==> src/rtl/sync_fifo_param.sv <==
// Single-clock parametrised FIFO with occupancy count, programmable
// almost-full/almost-empty flags, sticky overflow/underflow, synchronous
// flush and a selectable first-word-fall-through read port.
module sync_fifo_param #(
    parameter int DATA_WIDTH = 16,
    parameter int ADDR_WIDTH = 4,
    parameter int AF_THRESH  = 2**ADDR_WIDTH - 2,
    parameter int AE_THRESH  = 2,
    parameter int FWFT       = 0
) (
    input  logic                  FIFO_clk,
    input  logic                  FIFO_reset_n,
    input  logic                  FIFO_flush,
    input  logic [DATA_WIDTH-1:0] data_in,
    input  logic                  FIFO_w_en,
    output logic                  FIFO_full,
    output logic                  FIFO_almost_full,
    input  logic                  FIFO_r_en,
    output logic [DATA_WIDTH-1:0] data_out,
    output logic                  FIFO_empty,
    output logic                  FIFO_almost_empty,
    output logic [ADDR_WIDTH:0]   FIFO_count,
    output logic                  FIFO_overflow,
    output logic                  FIFO_underflow
);

    localparam int                  DEPTH   = 2**ADDR_WIDTH;
    localparam logic [ADDR_WIDTH:0] C_DEPTH = (ADDR_WIDTH+1)'(DEPTH);
    localparam logic [ADDR_WIDTH:0] C_ONE   = (ADDR_WIDTH+1)'(1);
    localparam logic [ADDR_WIDTH:0] C_AF    = (ADDR_WIDTH+1)'(AF_THRESH);
    localparam logic [ADDR_WIDTH:0] C_AE    = (ADDR_WIDTH+1)'(AE_THRESH);

    logic [DATA_WIDTH-1:0] r_mem [DEPTH];
    logic [ADDR_WIDTH:0]   r_wptr;
    logic [ADDR_WIDTH:0]   r_rptr;
    logic [ADDR_WIDTH:0]   r_count;
    logic                  r_ovf;
    logic                  r_udf;

    logic w_full;
    logic w_empty;
    logic w_wr;
    logic w_rd;

    // Flags come only from the registered count, so no w_en/r_en -> flag path.
    assign w_full  = (r_count == C_DEPTH);
    assign w_empty = (r_count == '0);

    // Accept decisions use current-cycle flags; flush discards both requests.
    assign w_wr = FIFO_w_en && !w_full  && !FIFO_flush;
    assign w_rd = FIFO_r_en && !w_empty && !FIFO_flush;

    assign FIFO_full         = w_full;
    assign FIFO_empty        = w_empty;
    assign FIFO_almost_full  = (r_count >= C_AF);
    assign FIFO_almost_empty = (r_count <= C_AE);
    assign FIFO_count        = r_count;
    assign FIFO_overflow     = r_ovf;
    assign FIFO_underflow    = r_udf;

    // Pointer, occupancy and sticky error state; flush behaves like a soft reset.
    always_ff @(posedge FIFO_clk or negedge FIFO_reset_n) begin
        if (!FIFO_reset_n) begin
            r_wptr  <= '0;
            r_rptr  <= '0;
            r_count <= '0;
            r_ovf   <= 1'b0;
            r_udf   <= 1'b0;
        end else if (FIFO_flush) begin
            r_wptr  <= '0;
            r_rptr  <= '0;
            r_count <= '0;
            r_ovf   <= 1'b0;
            r_udf   <= 1'b0;
        end else begin
            if (w_wr) r_wptr <= r_wptr + C_ONE;
            if (w_rd) r_rptr <= r_rptr + C_ONE;
            case ({w_wr, w_rd})
                2'b10:   r_count <= r_count + C_ONE;
                2'b01:   r_count <= r_count - C_ONE;
                default: r_count <= r_count;
            endcase
            if (FIFO_w_en && w_full)  r_ovf <= 1'b1;
            if (FIFO_r_en && w_empty) r_udf <= 1'b1;
        end
    end

    // Storage array; left uninitialised on reset.
    always_ff @(posedge FIFO_clk) begin
        if (w_wr) r_mem[r_wptr[ADDR_WIDTH-1:0]] <= data_in;
    end

    generate
        if (FWFT != 0) begin : g_fwft
            // Head word shown directly; forced to zero while empty so reset reads 0.
            assign data_out = w_empty ? '0 : r_mem[r_rptr[ADDR_WIDTH-1:0]];
        end else begin : g_std
            logic [DATA_WIDTH-1:0] r_dout;
            // Registered read port: loads on an accepted pop, holds otherwise.
            always_ff @(posedge FIFO_clk or negedge FIFO_reset_n) begin
                if (!FIFO_reset_n)  r_dout <= '0;
                else if (w_rd)      r_dout <= r_mem[r_rptr[ADDR_WIDTH-1:0]];
            end
            assign data_out = r_dout;
        end
    endgenerate

endmodule

==> config.mk <==
export PLATFORM = sky130hd
export DESIGN_NAME = sync_fifo_param
export DESIGN_NICKNAME = d
export VERILOG_FILES = /design/src/rtl/sync_fifo_param.sv
export SDC_FILE = /design/constraint.sdc
export NUM_CORES = 1
export LEC_CHECK = 0
export ABC_AREA = 1
export CAP_MARGIN = 20
export CORE_MARGIN = 2
export CORE_UTILIZATION = 57
export DETAILED_ROUTE_END_ITERATION = 7
export DONT_BUFFER_PORTS = 1
export GPL_ROUTABILITY_DRIVEN = 1
export PLACE_DENSITY = 0.73
export SLEW_MARGIN = 20
export SYNTH_ARGS = -nofsm -noshare
export SYNTH_HDL_FRONTEND = slang
export SYNTH_SLANG_ARGS = --single-unit
==> constraint.sdc <==
create_clock -name FIFO_clk -period 2.2 [get_ports FIFO_clk]
set_input_delay 0.44 -clock FIFO_clk [delete_from_list [all_inputs] [get_ports FIFO_clk]]
set_output_delay 0.44 -clock FIFO_clk [all_outputs]
set_load 0.02 [all_outputs]
==> impl_results.md, run 1 <==
- Switch share: 31.7%
- Reg power frac: 44.9%
- Syn Inst Count: 864
- Max-cap viol count: 0
- Post-synthesis instance area: 11500 µm²
- Most frequent cells in the layout: edfxtp_1, nor2_1, o21ai_0
- Worst setup SP type: flop
- Commonest non-fill, non-tap cell in the layout: edfxtp_1
- Sink Count: 287
- First-pass DRT Iterations: 5
- Outcome: finished, final reports clean
- Cell Int Power: 10.1 mW
- CP Data Required Time: 1.76 ns
- Fin area: 13200 µm²
- P&R area growth vs syn: 15.3%
- Post-synth ARST share: 10.8%
- GRT overflow: 0
- Synth Area per Inst: 13.3 µm²
- Port Buf Inserts: 0
- Slew headroom: 63.3%
- Via count: 7577
- Htree depth: 1
- Synth cell types: 36
- CTS tree: built
- Post-route minimum period: 2.12 ns
- Slew Viols, Final: 0
- Hold Crit Class: primary input to flop
- I/O Pins: 48
- Root buffer cell: clkbuf_16
- Final GP Congestion: 0.814
- Initial antenna violation count: 1
- Max frequency: 473 MHz
- Die ar.: 21300 µm²
- Skew final: 0.0201 ns
- Cell Pwr Density: 1120 nW/µm²
- WS Path Type: flop to primary output
- Chip height: 146 µm
- Layout fillers: 1362
- Leak: 4.46 nW
- Unrepaired setup endpoints after global routing: false
- Count of final setup violators: 0
- CTS max path bufs: 3
- Setup bufs post-CTS: 0
- Post-synth EDFFs: 256
- Die X: 146 µm
- Worst-path clk slew: 0.06 ns
- Starting Density: 58.6%
- N_diodes: 0
- Vias per cell: 6.33
- Net switching power: 4.70 mW
- Crit end category: primary output
- Post-synth top area share: 66.9%
- Synth area leaders: edfxtp_1, dfrtp_1, o21ai_0, nor2_1, o221ai_1
- Core Footprint: 19600 µm²
- Cell Rows: 51
- Wirelength, routed: 28400 µm
- Worst-margin pin slew: 0.549 ns
- DR iter-0 viols: 915
- Dpl hpwl: 16000 µm
- Global-route wire length before repair: 43200 µm
- Pin count of the biggest net entering global routing: 54
- Register bit total from synthesis: 287
- Post-layout nets: 938
- Storage cell area: 8470 µm²
- Vias in the first global route: 7535
- Final core occ: 67.6%
- Antenna-violating nets left: 0
- Combinational Power Share: 23.9%
- Area of the multi-input gates: 2750 µm²
- Synthesized Nets: 892
- Post-synth top flop: edfxtp_1
- Clock latency on the worst-skew pair: 0.55 ns
- Tot GR Track Use: 26.6%
- Critical path arrival: 1.68 ns
- Clock Power Share: 31.2%
- Register area share after synthesis: 73.7%
- Placed inst area: 12200 µm²
- Share of cells above drive strength 1: 13.9%
- Leading area contributor after synthesis: edfxtp_1
- Total CTS buffers: 28
- YS warnings: 0
- Crit Path Max Fanout: 4
- Drt wl/cell: 23.8 µm
- DRC: 0
- Final worst-path cycle share: 96.1%
- Endpoints failing hold: 0
- Maximum vdd drop: 830 µV
## worst max-delay path, stage by stage (launching register included)
cell and delay (ns):
dfrtp_1 0.41, buf_4 0.19, a2111oi_2 0.33, buf_4 0.20
## cell usage after synthesis, drive strengths merged (2+ instances only)
cell / number
o22ai: 28
nand3: 35
edfxtp: 256
dfrtp: 31
nor3: 14
ha: 7
clkbuf: 36
nand2: 35
inv: 25
o21ai: 140
a21oi: 4
o221ai: 37
buf: 20
nor2: 146
clkinv: 2
o211ai: 27
o21a: 16
## what timing repair did
item | in CTS | in global routing
hold buffers | 19 | 0
setup endpoints to repair | 0 | 1
resized for setup | 0 | 1
hold endpoints to repair | 289 | 0
## metrics by stage
stage          power [mW]  std cells  hold WS, ns  setup slack [ns]  setup TNS (ns)
2_1_floorplan        9.12        864        0.144            -0.396          -66.51
3_3_place_gp         9.98       1126        0.146             0.310               0
3_5_place_dp         10.1       1126        0.146             0.230               0
4_1_cts              14.8       1197       0.0524            0.0367               0
5_1_grt              15.5       1197       0.0656            0.0106               0
6_report             14.8       1197       0.0583            0.0847               0
## final cells by class
type,instances,area share [%]
clock buffer,39,5.84
clock inverter,13,0.869
inverter,27,0.794
multi-input combinational,494,20.8
sequential,287,63.9
tap,265,2.50
timing repair buffer,72,5.27
## power groups by stage
| stage | sequential [mW] | clock (mW) | combinational (mW) |
|---|---|---|---|
| after floorplan | 6.72 | 0 | 2.40 |
| after global placement | 6.75 | 0 | 3.23 |
| after detailed placement | 6.77 | 0 | 3.36 |
| after CTS | 6.66 | 4.67 | 3.49 |
| after global routing | 6.68 | 4.88 | 3.89 |
| final | 6.65 | 4.62 | 3.54 |
## layer usage
| metal | wire, µm | share of wire (%) | up-vias | track usage, % |
|---|---|---|---|---|
| met5 | 13 | 0.046 | - | 0 |
| met1 | 11300 | 40 | 3748 | 36.5 |
| met3 | 2560 | 9.0 | 75 | 4.48 |
| met2 | 13600 | 48 | 401 | 43.4 |
| met4 | 961 | 3.4 | 2 | 9.56 |
| li1 | - | - | 3351 | - |
## path summary, 6_finish.rpt
kind                                 from  slack (ns)  cells after the start                end
hold reg to reg            FIFO_underflow        0.64                      2     FIFO_underflow
setup / recovery            FIFO_count[4]        0.08                      3  FIFO_almost_empty
setup reg to reg                r_rptr[0]        0.19                      7       data_out[12]
max in group asynchronous    FIFO_reset_n        1.60                      2          r_rptr[0]
hold / removal                  FIFO_r_en        0.06                      2     FIFO_underflow
min in group asynchronous    FIFO_reset_n        0.36                      2      FIFO_count[2]
## cell families after synthesis
family / after synthesis / share of synthesized area [%]
buf+inv: 83 / 3.02
compound gates: 254 / 13.6
fa+ha+maj: 7 / 0.762
simple gates: 231 / 8.82
flops: 287 / 73.7
xor+xnor: 2 / 0.153
## state kept, by name (all words and copies together) (netlist names)
signal / count
FIFO_count: 5
FIFO_overflow: 1
FIFO_underflow: 1
data_out: 16
r_mem: 256
r_rptr: 4
r_wptr: 4
Power figures use the tool's default switching activity.
==> inputs of run 2 (changes only) <==
ABC_CLOCK_PERIOD_IN_PS = 2200   (was unset)
==> results of run 2 <==
Same layout as run 1: the final DEF is identical, and so are final timing and power.
==> inputs of run 3 (changes only) <==
ABC_CLOCK_PERIOD_IN_PS = unset   (was 2200)
==> results of run 3 <==
Same layout as run 1: the final DEF is identical, and so are final timing and power.
